### config.mk
export PLATFORM = sky130hd
export DESIGN_NAME = addsub_chunked
export DESIGN_NICKNAME = d
export VERILOG_FILES = /design/src/rtl/addsub_pkg.sv /design/src/rtl/addsub_chunk.sv /design/src/rtl/addsub_chunked.sv
export SDC_FILE = /design/constraint.sdc
export NUM_CORES = 1
export LEC_CHECK = 0
export CAP_MARGIN = 20
export CORE_ASPECT_RATIO = 2
export CORE_MARGIN = 2
export CORE_UTILIZATION = 51
export DETAILED_ROUTE_END_ITERATION = 8
export PLACE_DENSITY = 0.8
export RECOVER_POWER = 50
export SYNTH_ARGS = -nofsm -noshare
export SYNTH_HDL_FRONTEND = slang
export SYNTH_SLANG_ARGS = --single-unit
### constraint.sdc
create_clock -name clk -period 4 [get_ports clk]
set_clock_uncertainty 0.05 [all_clocks]
set_input_delay 1.2 -clock clk [delete_from_list [all_inputs] [get_ports clk]]
set_output_delay 1.2 -clock clk [all_outputs]
set_load 0.05 [all_outputs]
### src/rtl/addsub_pkg.sv
// Shared definitions for the chunked add/subtract unit: FSM encoding and
// the chunk-count helper used to size the chunk index.
package addsub_pkg;

  typedef enum logic [1:0] {
    IDLE = 2'd0,
    RUN  = 2'd1,
    DONE = 2'd2
  } state_t;

  function automatic int chunk_count(input int width, input int chunk);
    return width / chunk;
  endfunction

endpackage

### src/rtl/addsub_chunk.sv
// Combinational CHUNK-bit ripple-carry slice. Also reports the carry into
// its MSB so the top can form signed overflow on the final chunk.
module addsub_chunk
  import addsub_pkg::*;
#(
  parameter int CHUNK = 4
) (
  input  logic [CHUNK-1:0] x,
  input  logic [CHUNK-1:0] y,
  input  logic             cin,
  output logic [CHUNK-1:0] sum,
  output logic             cout,
  output logic             cmsb
);

  logic ripple;

  // NOTE: blocking assignments here model the carry rippling bit to bit
  // within one evaluation; each output gets a value before the loop.
  always_comb begin
    ripple = cin;
    cmsb   = cin;
    sum    = '0;
    for (int i = 0; i < CHUNK; i++) begin
      if (i == CHUNK - 1) cmsb = ripple;
      sum[i] = x[i] ^ y[i] ^ ripple;
      ripple = (x[i] & y[i]) | (ripple & (x[i] ^ y[i]));
    end
    cout = ripple;
  end

endmodule

### src/rtl/addsub_chunked.sv
// Multi-cycle two's-complement adder/subtractor: processes CHUNK bits per
// cycle through one shared ripple slice, with optional signed saturation.
module addsub_chunked
  import addsub_pkg::*;
#(
  parameter int WIDTH    = 16,
  parameter int CHUNK    = 4,
  parameter int SATURATE = 0
) (
  input  logic             clk,
  input  logic             rst_n,
  input  logic             in_valid,
  output logic             in_ready,
  input  logic [WIDTH-1:0] a,
  input  logic [WIDTH-1:0] b,
  input  logic             subtract,
  output logic             out_valid,
  input  logic             out_ready,
  output logic [WIDTH-1:0] out,
  output logic             overflow,
  output logic             carry_out
);

  localparam int NCHUNK = chunk_count(WIDTH, CHUNK);
  localparam int IDX_W  = (NCHUNK > 1) ? $clog2(NCHUNK) : 1;
  localparam logic [IDX_W-1:0] LAST_IDX = IDX_W'(NCHUNK - 1);
  localparam logic [WIDTH-1:0] SAT_MAX  = {1'b0, {(WIDTH-1){1'b1}}};
  localparam logic [WIDTH-1:0] SAT_MIN  = {1'b1, {(WIDTH-1){1'b0}}};

  if (WIDTH < 2 || CHUNK < 1 || (WIDTH % CHUNK) != 0) begin : g_bad_params
    $error("addsub_chunked: WIDTH must be >= 2 and a multiple of CHUNK");
  end

  state_t           state;
  logic [WIDTH-1:0] a_q;
  logic [WIDTH-1:0] b_q;
  logic             carry_q;
  logic [IDX_W-1:0] idx_q;

  logic [31:0]      base;
  logic [CHUNK-1:0] slice_x;
  logic [CHUNK-1:0] slice_y;
  logic [CHUNK-1:0] slice_sum;
  logic             slice_cout;
  logic             slice_cmsb;
  logic [WIDTH-1:0] res_next;
  logic [WIDTH-1:0] out_next;
  logic             ovf_next;

  assign in_ready = (state == IDLE);
  assign base     = 32'(idx_q) * CHUNK;
  assign slice_x  = a_q[base +: CHUNK];
  assign slice_y  = b_q[base +: CHUNK];

  addsub_chunk #(.CHUNK(CHUNK)) u_chunk (
    .x    (slice_x),
    .y    (slice_y),
    .cin  (carry_q),
    .sum  (slice_sum),
    .cout (slice_cout),
    .cmsb (slice_cmsb)
  );

  // NOTE: every variable is assigned a default at the top of the block so
  // no path leaves it holding its old value, which would infer a latch.
  always_comb begin
    res_next              = out;
    res_next[base +: CHUNK] = slice_sum;
    ovf_next              = slice_cmsb ^ slice_cout;
    out_next              = res_next;
    // Saturation direction follows the latched a, which shares the sign of
    // the true result whenever overflow is possible.
    if (SATURATE != 0 && ovf_next) out_next = a_q[WIDTH-1] ? SAT_MIN : SAT_MAX;
  end

  // NOTE: sequential state uses non-blocking assignments so all registers
  // update together from pre-edge values. Datapath registers are reset too,
  // so nothing from an abandoned operation leaks into the next one.
  always_ff @(posedge clk or negedge rst_n) begin
    if (!rst_n) begin
      state     <= IDLE;
      a_q       <= '0;
      b_q       <= '0;
      carry_q   <= 1'b0;
      idx_q     <= '0;
      out       <= '0;
      overflow  <= 1'b0;
      carry_out <= 1'b0;
      out_valid <= 1'b0;
    end else begin
      case (state)
        IDLE: begin
          if (in_valid) begin
            a_q     <= a;
            b_q     <= b ^ {WIDTH{subtract}};
            carry_q <= subtract;
            idx_q   <= '0;
            state   <= RUN;
          end
        end
        RUN: begin
          carry_q <= slice_cout;
          idx_q   <= idx_q + 1'b1;
          if (idx_q == LAST_IDX) begin
            out       <= out_next;
            overflow  <= ovf_next;
            carry_out <= slice_cout;
            out_valid <= 1'b1;
            state     <= DONE;
          end else begin
            out <= res_next;
          end
        end
        DONE: begin
          if (out_ready) begin
            out_valid <= 1'b0;
            state     <= IDLE;
          end
        end
        default: state <= IDLE;
      endcase
    end
  end

endmodule

==> results.sh, run 1 <==
export IMPL_outcome="finished, violations left"
export IMPL_violated_checks="capacitance limit, slew limit"
export IMPL_placed_wire_length_estimate_um=4210
export IMPL_numPortBuffers=56
export IMPL_cp_top_family="adder cells"
export IMPL_clock_sink_count=56
export IMPL_antenna_found_initial=0
export IMPL_synthesis_area_mm2=0.00277
export IMPL_count_of_hold_buffers_inserted_by_post_cts_repair=0
export IMPL_timing_slew_headroom_pct=-7.43
export IMPL_drt_initial_drc_count=18
export IMPL_wl_per_cell_um=15.6
export IMPL_post_route_cells_drive_above_1_share_pct=12.7
export IMPL_startpoint_type="flop"
export IMPL_avgViaCountPerCell=5.34
export IMPL_fin_tns_setup_ns=0
export IMPL_yosys_warnings=0
export IMPL_ant_nets=0
export IMPL_placement_rows=38
export IMPL_post_cts_resized_instances=0
export IMPL_critPathCaptureType="flop"
export IMPL_unrepaired_setup_endpoints_after_global_routing="no"
export IMPL_met3WireLength_um=251
export IMPL_p_leak_nw=1.42
export IMPL_timing_setup_critical_path_class="reg2reg"
export IMPL_crit_buf_inv=3
export IMPL_multi_input_area_mm2=0.00124
export IMPL_synth_nets=283
export IMPL_die_w_um=56.1
export IMPL_report_final_hold_viol_count=0
export IMPL_starting_density_pct=52.1
export IMPL_global_placer_s_final_weighted_congestion=0.830
export IMPL_instance_area_after_placement_mm2=0.00335
export IMPL_routed_via_count=1880
export IMPL_timing_critical_path_slowest_cell_delay_ns=0.57
export IMPL_design_area_mm2=0.00345
export IMPL_final_setup_worst_slack_ns=0.806
export IMPL_timing_reg2reg_setup_slack_ns=0.81
export IMPL_tritoncts_num_buffers=5
export IMPL_tightestPinTransition_ns=1.61
export IMPL_number_of_nets_in_the_final_layout=338
export IMPL_area_growth_synth_to_final_pct=24.3
export IMPL_dieHeight_um=108
export IMPL_dr_max_layer_used="met4"
export IMPL_critPathMostFrequentCell="sky130_fd_sc_hd__fa_1"
export IMPL_n_fill_cell=438
export IMPL_ir_worst_vdd_v=0.000653
export IMPL_fp_dieArea_mm2=0.00608
export IMPL_seq_area_mm2=0.00140
export IMPL_finalCoreUtilization_pct=64.7
export IMPL_period_share_pct=79.9
export IMPL_drt_total_wl_um=5500
export IMPL_grt_max_degree=31
export IMPL_final_hold_worst_slack_ns=0.434
export IMPL_powerDensity_mw_per_mm2=871
export IMPL_max_clock_path_buffers=2
export IMPL_slowest_stage="sky130_fd_sc_hd__dfrtp_1"
export IMPL_detailedRoute_firstPassIterationCount=4
export IMPL_postCtsSetupRepairBufs=0
export IMPL_setup_violations=0
export IMPL_cap_violations=1
export IMPL_pre_cts_slack_ns=0.864
export IMPL_slew_viol_final=31
export IMPL_cp_max_fo=10
export IMPL_worstPathCellList="clkbuf_1 > mux4_1 > inv_1 > fa_1 > fa_1 > inv_1 > fa_1 > nand3_1 > o21ai_0"
export IMPL_num_antenna_cells=0
export IMPL_post_synth_cell_area_avg_um2=11.7
export IMPL_ctsRootBufferMaster="sky130_fd_sc_hd__clkbuf_8"
export IMPL_routed_wl_met2_um=3020
export IMPL_number_of_storage_elements_in_the_synthesis_netlist=56
export IMPL_route_layer_met1_wl_um=2140
export IMPL_fmaxAchievable_mhz=313
export IMPL_synth_seq_area_share_pct=50.5
export IMPL_first_global_vias=1985
export IMPL_netlist_instances=236
export IMPL_ys_types=30
export IMPL_core_area_mm2=0.00533
export IMPL_gr_usage_all_layers_pct=19.4
export IMPL_io_pins=57
export IMPL_finalCriticalPeriod_ns=3.19
export IMPL_critical_path_arrival_ns=3.34
export IMPL_timing_hold_worst_class="reg2reg"
export IMPL_globalRoute_totalOverflow=0
export IMPL_htree_levels=2
export IMPL_cts_clk_slew_worst_paths_ns=0.10
export IMPL_cts_tree="done"
export IMPL_grt_pass1_wl_um=9230
export IMPL_crit_required_ns=4.15
export IMPL_route_detailed_drc=0
export IMPL_clock_latency_ns=0.31
## cells in the mapped netlist
cell                       instances  area share (%)
sky130_fd_sc_hd__o31ai_1          10             2.7
sky130_fd_sc_hd__xnor2_1          16             5.1
sky130_fd_sc_hd__nand3_1           4            0.72
sky130_fd_sc_hd__buf_6             1            0.41
sky130_fd_sc_hd__nor4bb_1          1            0.36
sky130_fd_sc_hd__o21bai_1          1            0.27
sky130_fd_sc_hd__a21oi_1          19             3.4
sky130_fd_sc_hd__and2b_2           1            0.32
sky130_fd_sc_hd__nor3b_1           2            0.54
sky130_fd_sc_hd__nor3b_4           1            0.68
sky130_fd_sc_hd__nor2_1           20             2.7
sky130_fd_sc_hd__mux4_2            4             3.2
sky130_fd_sc_hd__a22oi_1           1            0.27
sky130_fd_sc_hd__dfrtp_1          56              51
sky130_fd_sc_hd__nand3b_1          3            0.81
sky130_fd_sc_hd__inv_1             9             1.2
sky130_fd_sc_hd__o21ai_0          11             2.0
sky130_fd_sc_hd__ha_1              6             2.7
sky130_fd_sc_hd__clkbuf_1          1            0.14
sky130_fd_sc_hd__nor2b_1           1            0.23
sky130_fd_sc_hd__xor2_1            1            0.32
sky130_fd_sc_hd__clkbuf_4          1            0.27
sky130_fd_sc_hd__mux4_1            4             3.8
sky130_fd_sc_hd__mux2_2           17             6.9
sky130_fd_sc_hd__buf_4             6             1.6
sky130_fd_sc_hd__fa_1              4             2.9
sky130_fd_sc_hd__or2b_1            1            0.27
sky130_fd_sc_hd__nand2_1          27             3.7
sky130_fd_sc_hd__buf_2             4            0.72
sky130_fd_sc_hd__nand3b_2          3             1.2
## cell families after synthesis
kind of cell	after synthesis	share of synthesized area, %
AO/OA/AOI/OAI	42	8.66
buffers and inverters	22	4.38
adder cells (fa/ha/maj)	10	5.60
multiplexers	25	13.9
flip-flops	56	50.5
XOR/XNOR	17	5.37
AND/OR/NAND/NOR	64	11.5
## worst register-to-register path, delay by kind of cell, from the launching register on
kind,cells,cell delay (ns)
and+or+nand+nor,1,0.11
buffers and inverters,3,0.65
muxes,1,0.35
DFF,1,0.57
AOI/OAI and AO/OA,1,0.07
adders and majority gates,3,1.29
## cell type report
cell class / instances / area share, %
clock buffers: 6 / 2.11
clock inverters: 2 / 1.02
inverters: 9 / 0.980
multi-input cells: 158 / 36.1
flip-flops and latches: 56 / 40.7
well taps: 60 / 2.18
repair buffers: 61 / 17.0
## sequential cells by signal, summed over array words and instances, names as in the netlist
register and count:
idx_q 2, carry_q 1, a_q 16, b_q 16, overflow 1, state 2
carry_out 1, out 16, out_valid 1
## power breakdown
group	total (W)	internal, W	switching [W]
logic	0.00163	0.000702	0.000930
registers	0.00101	0.000814	0.000196
clock network	0.000359	0.000186	0.000173
## cell usage in the layout (no fill, tap or decap), types with 2 or more instances in the layout
cell type	instances
sky130_fd_sc_hd__nand3b_1	3
sky130_fd_sc_hd__dfrtp_1	56
sky130_fd_sc_hd__nand2_1	27
sky130_fd_sc_hd__ha_1	6
sky130_fd_sc_hd__clkdlybuf4s50_1	53
sky130_fd_sc_hd__a21oi_1	19
sky130_fd_sc_hd__o31ai_1	10
sky130_fd_sc_hd__nor3b_1	2
sky130_fd_sc_hd__clkbuf_8	5
sky130_fd_sc_hd__mux4_1	4
sky130_fd_sc_hd__o21ai_0	11
sky130_fd_sc_hd__nand3b_2	3
sky130_fd_sc_hd__mux4_2	4
sky130_fd_sc_hd__clkbuf_1	3
sky130_fd_sc_hd__dlygate4sd3_1	2
sky130_fd_sc_hd__buf_4	3
sky130_fd_sc_hd__nand3_1	4
sky130_fd_sc_hd__xnor2_1	16
sky130_fd_sc_hd__nor2_1	20
sky130_fd_sc_hd__fa_1	4
sky130_fd_sc_hd__inv_1	9
sky130_fd_sc_hd__mux2_2	17
## worst paths after layout
check	endpoint	cells past startpoint	from
max	out[7]$_DFFE_PN0P_	9	idx_q[0]$_DFFE_PN0P_
min	out[6]$_DFFE_PN0P_	2	out[6]$_DFFE_PN0P_
max reg2reg	out[7]$_DFFE_PN0P_	9	idx_q[0]$_DFFE_PN0P_
min reg2reg	out[6]$_DFFE_PN0P_	2	out[6]$_DFFE_PN0P_
max in group asynchronous	b_q[15]$_DFFE_PN0P_	2	rst_n
min in group asynchronous	out[10]$_DFFE_PN0P_	1	rst_n
## per-layer routing
layer	vias up	GRT usage, %
met5	-	0
met4	0	6.12
met3	8	3.23
met2	55	36.0
met1	897	22.5
li1	920	-
## stage by stage
stage / cells / power [W]
2_1_floorplan: 236 / 0.00220
3_3_place_gp: 344 / 0.00261
3_5_place_dp: 344 / 0.00267
4_1_cts: 352 / 0.00304
5_1_grt: 352 / 0.00322
6_report: 352 / 0.00300
Note: power is estimated with default switching activity, not from simulation.
==> run 2: changes to the inputs <==
==> constraint.sdc (replaced) <==
create_clock -name clk -period 3.1 [get_ports clk]
set_clock_uncertainty 0.05 [all_clocks]
set_input_delay 0.93 -clock clk [delete_from_list [all_inputs] [get_ports clk]]
set_output_delay 0.93 -clock clk [all_outputs]
set_load 0.05 [all_outputs]
==> results.sh, run 2 (same netlist as run 1, synthesis figures left out) <==
export IMPL_outcome="complete, no violations"
export IMPL_drt_initial_drc_count=55
export IMPL_timing_setup_critical_path_class="in2reg"
export IMPL_finalCoreUtilization_pct=64.8
export IMPL_die_w_um=56.1
export IMPL_io_pins=57
export IMPL_first_global_vias=1995
export IMPL_p_sw_w=0.00172
export IMPL_cts_clk_slew_worst_paths_ns=0.11
export IMPL_critical_path_arrival_ns=3.09
export IMPL_p_leak_nw=1.42
export IMPL_max_clock_path_buffers=2
export IMPL_startpoint_type="primary input"
export IMPL_timing_slew_headroom_pct=21.7
export IMPL_starting_density_pct=52.1
export IMPL_timing_critical_path_slowest_cell_delay_ns=0.90
export IMPL_detailedRoute_firstPassIterationCount=4
export IMPL_gr_usage_all_layers_pct=20.3
export IMPL_cp_num_cells=4
export IMPL_count_of_hold_buffers_inserted_by_post_cts_repair=0
export IMPL_timing_hold_worst_class="reg2reg"
export IMPL_clock_latency_ns=0.33
export IMPL_grt_pass1_wl_um=9540
export IMPL_ctsRootBufferMaster="sky130_fd_sc_hd__clkbuf_8"
export IMPL_biggestRegsByFlops="a_q (16), b_q (16), out (16)"
export IMPL_final_common_cell="sky130_fd_sc_hd__dfrtp_1"
export IMPL_ant_nets=0
export IMPL_tritoncts_num_buffers=5
export IMPL_setup_violations=0
export IMPL_unrepaired_setup_endpoints_after_global_routing="no"
export IMPL_finalCriticalPeriod_ns=2.91
export IMPL_power_switching_fraction_pct=44.6
export IMPL_worstPathCellList="dlygate4sd3_1 > nor3b_1 > clkbuf_1 > mux2_2"
export IMPL_period_share_pct=93.8
export IMPL_holdCritStartpoint="out[6]$_DFFE_PN0P_"
export IMPL_core_area_mm2=0.00533
export IMPL_powerDensity_mw_per_mm2=1120
export IMPL_internal_power_w=0.00214
export IMPL_route_detailed_drc=0
export IMPL_cp_max_fo=30
export IMPL_fin_tns_setup_ns=0
export IMPL_final_cell_mix="sky130_fd_sc_hd__dfrtp_1 (56), sky130_fd_sc_hd__clkdlybuf4s50_1 (53), sky130_fd_sc_hd__nand2_1 (27), sky130_fd_sc_hd__nor2_1 (20), sky130_fd_sc_hd__a21oi_1 (19)"
export IMPL_share_seq_of_total_power_pct=32.7
export IMPL_clock_sink_count=56
export IMPL_worst_r2r_path_depth=9
export IMPL_cp_top_family="buffers and inverters"
export IMPL_min_path_cells=2
export IMPL_wl_per_cell_um=15.9
export IMPL_placed_wire_length_estimate_um=4290
export IMPL_pwr_share_clk_pct=11.0
export IMPL_grt_max_degree=36
export IMPL_cap_violations=0
export IMPL_power_total_w=0.00386
export IMPL_r2r_start="idx_q[0]$_DFFE_PN0P_"
export IMPL_timing_hold_worst_endpoint="out[6]$_DFFE_PN0P_"
export IMPL_fmaxAchievable_mhz=344
export IMPL_htree_levels=2
export IMPL_fp_dieArea_mm2=0.00608
export IMPL_combinationalPowerShare_pct=56.2
export IMPL_area_growth_synth_to_final_pct=24.5
export IMPL_post_cts_resized_instances=0
export IMPL_postCtsSetupRepairBufs=0
export IMPL_pre_cts_slack_ns=0.299
export IMPL_num_antenna_cells=0
export IMPL_antenna_found_initial=0
export IMPL_post_route_cells_drive_above_1_share_pct=13.2
export IMPL_globalRoute_totalOverflow=0
export IMPL_slowest_stage="sky130_fd_sc_hd__clkbuf_1"
export IMPL_drt_total_wl_um=5660
export IMPL_ir_worst_vdd_v=0.000817
export IMPL_tightestPinTransition_ns=1.17
export IMPL_avgViaCountPerCell=5.54
export IMPL_slew_viol_final=0
export IMPL_crit_buf_inv=2
export IMPL_routed_via_count=1974
export IMPL_report_final_hold_viol_count=0
export IMPL_numPortBuffers=56
export IMPL_placement_rows=38
export IMPL_global_placer_s_final_weighted_congestion=0.827
export IMPL_number_of_nets_in_the_final_layout=342
export IMPL_timing_reg2reg_setup_slack_ns=0.25
export IMPL_cts_tree="done"
export IMPL_critPathCaptureType="flop"
export IMPL_crit_required_ns=3.28
export IMPL_dieHeight_um=108
export IMPL_worstReg2RegEnd="out[7]$_DFFE_PN0P_"
export IMPL_final_setup_worst_slack_ns=0.192
## run 2: worst min-delay path: cells and delay by family (launching register included)
family             cells  cell delay [ns]
DFF                    1             0.36
and+or+nand+nor        1             0.05
AOI/OAI and AO/OA      1             0.05
## run 2: area by class of cell
cell class	count	area (um2)
Fill cell	433	1870
Sequential cell	56	1400
Multi-Input combinational cell	158	1240
Timing Repair Buffer	65	608
Tap cell	60	75.1
Clock buffer	5	68.8
Inverter	9	33.8
Clock inverter	3	27.5
## run 2: power groups by stage
| stage | clock (W) | sequential [W] | combinational, W |
|---|---|---|---|
| after floorplan | 0 | 0.00147 | 0.00136 |
| after detailed placement | 0 | 0.00128 | 0.00220 |
| final | 0.000426 | 0.00126 | 0.00217 |
| after CTS | 0.000434 | 0.00127 | 0.00222 |
| after global placement | 0 | 0.00126 | 0.00214 |
| after global routing | 0.000461 | 0.00130 | 0.00235 |
## run 2: worst max-delay path by stage
stage / start / to / slack (ns)
after floorplan: idx_q[0]$_DFFE_PN0P_ / out[7]$_DFFE_PN0P_ / 0.20
after global placement: idx_q[0]$_DFFE_PN0P_ / out[7]$_DFFE_PN0P_ / 0.37
after detailed placement: idx_q[0]$_DFFE_PN0P_ / out[7]$_DFFE_PN0P_ / 0.30
after CTS: idx_q[0]$_DFFE_PN0P_ / out[7]$_DFFE_PN0P_ / 0.23
after global routing: in_valid / a_q[3]$_DFFE_PN0P_ / 0.04
final: in_valid / a_q[3]$_DFFE_PN0P_ / 0.19
## run 2: stage by stage
stage | hold slack [ns] | cell area [um2] | cells
floorplan | 0.422 | 2770 | 236
global placement | 0.413 | 3380 | 348
detailed placement | 0.421 | 3380 | 348
CTS | 0.444 | 3480 | 356
global route | 0.479 | 3450 | 356
finish | 0.443 | 3450 | 356
## run 2: per-layer routing
metal	GRT usage (%)	part of all wire [%]	up-vias
met5	0	0	-
met4	7.65	2.5	0
met3	5.14	5.7	14
met2	34.3	53	69
met1	24.8	39	958
li1	-	-	933
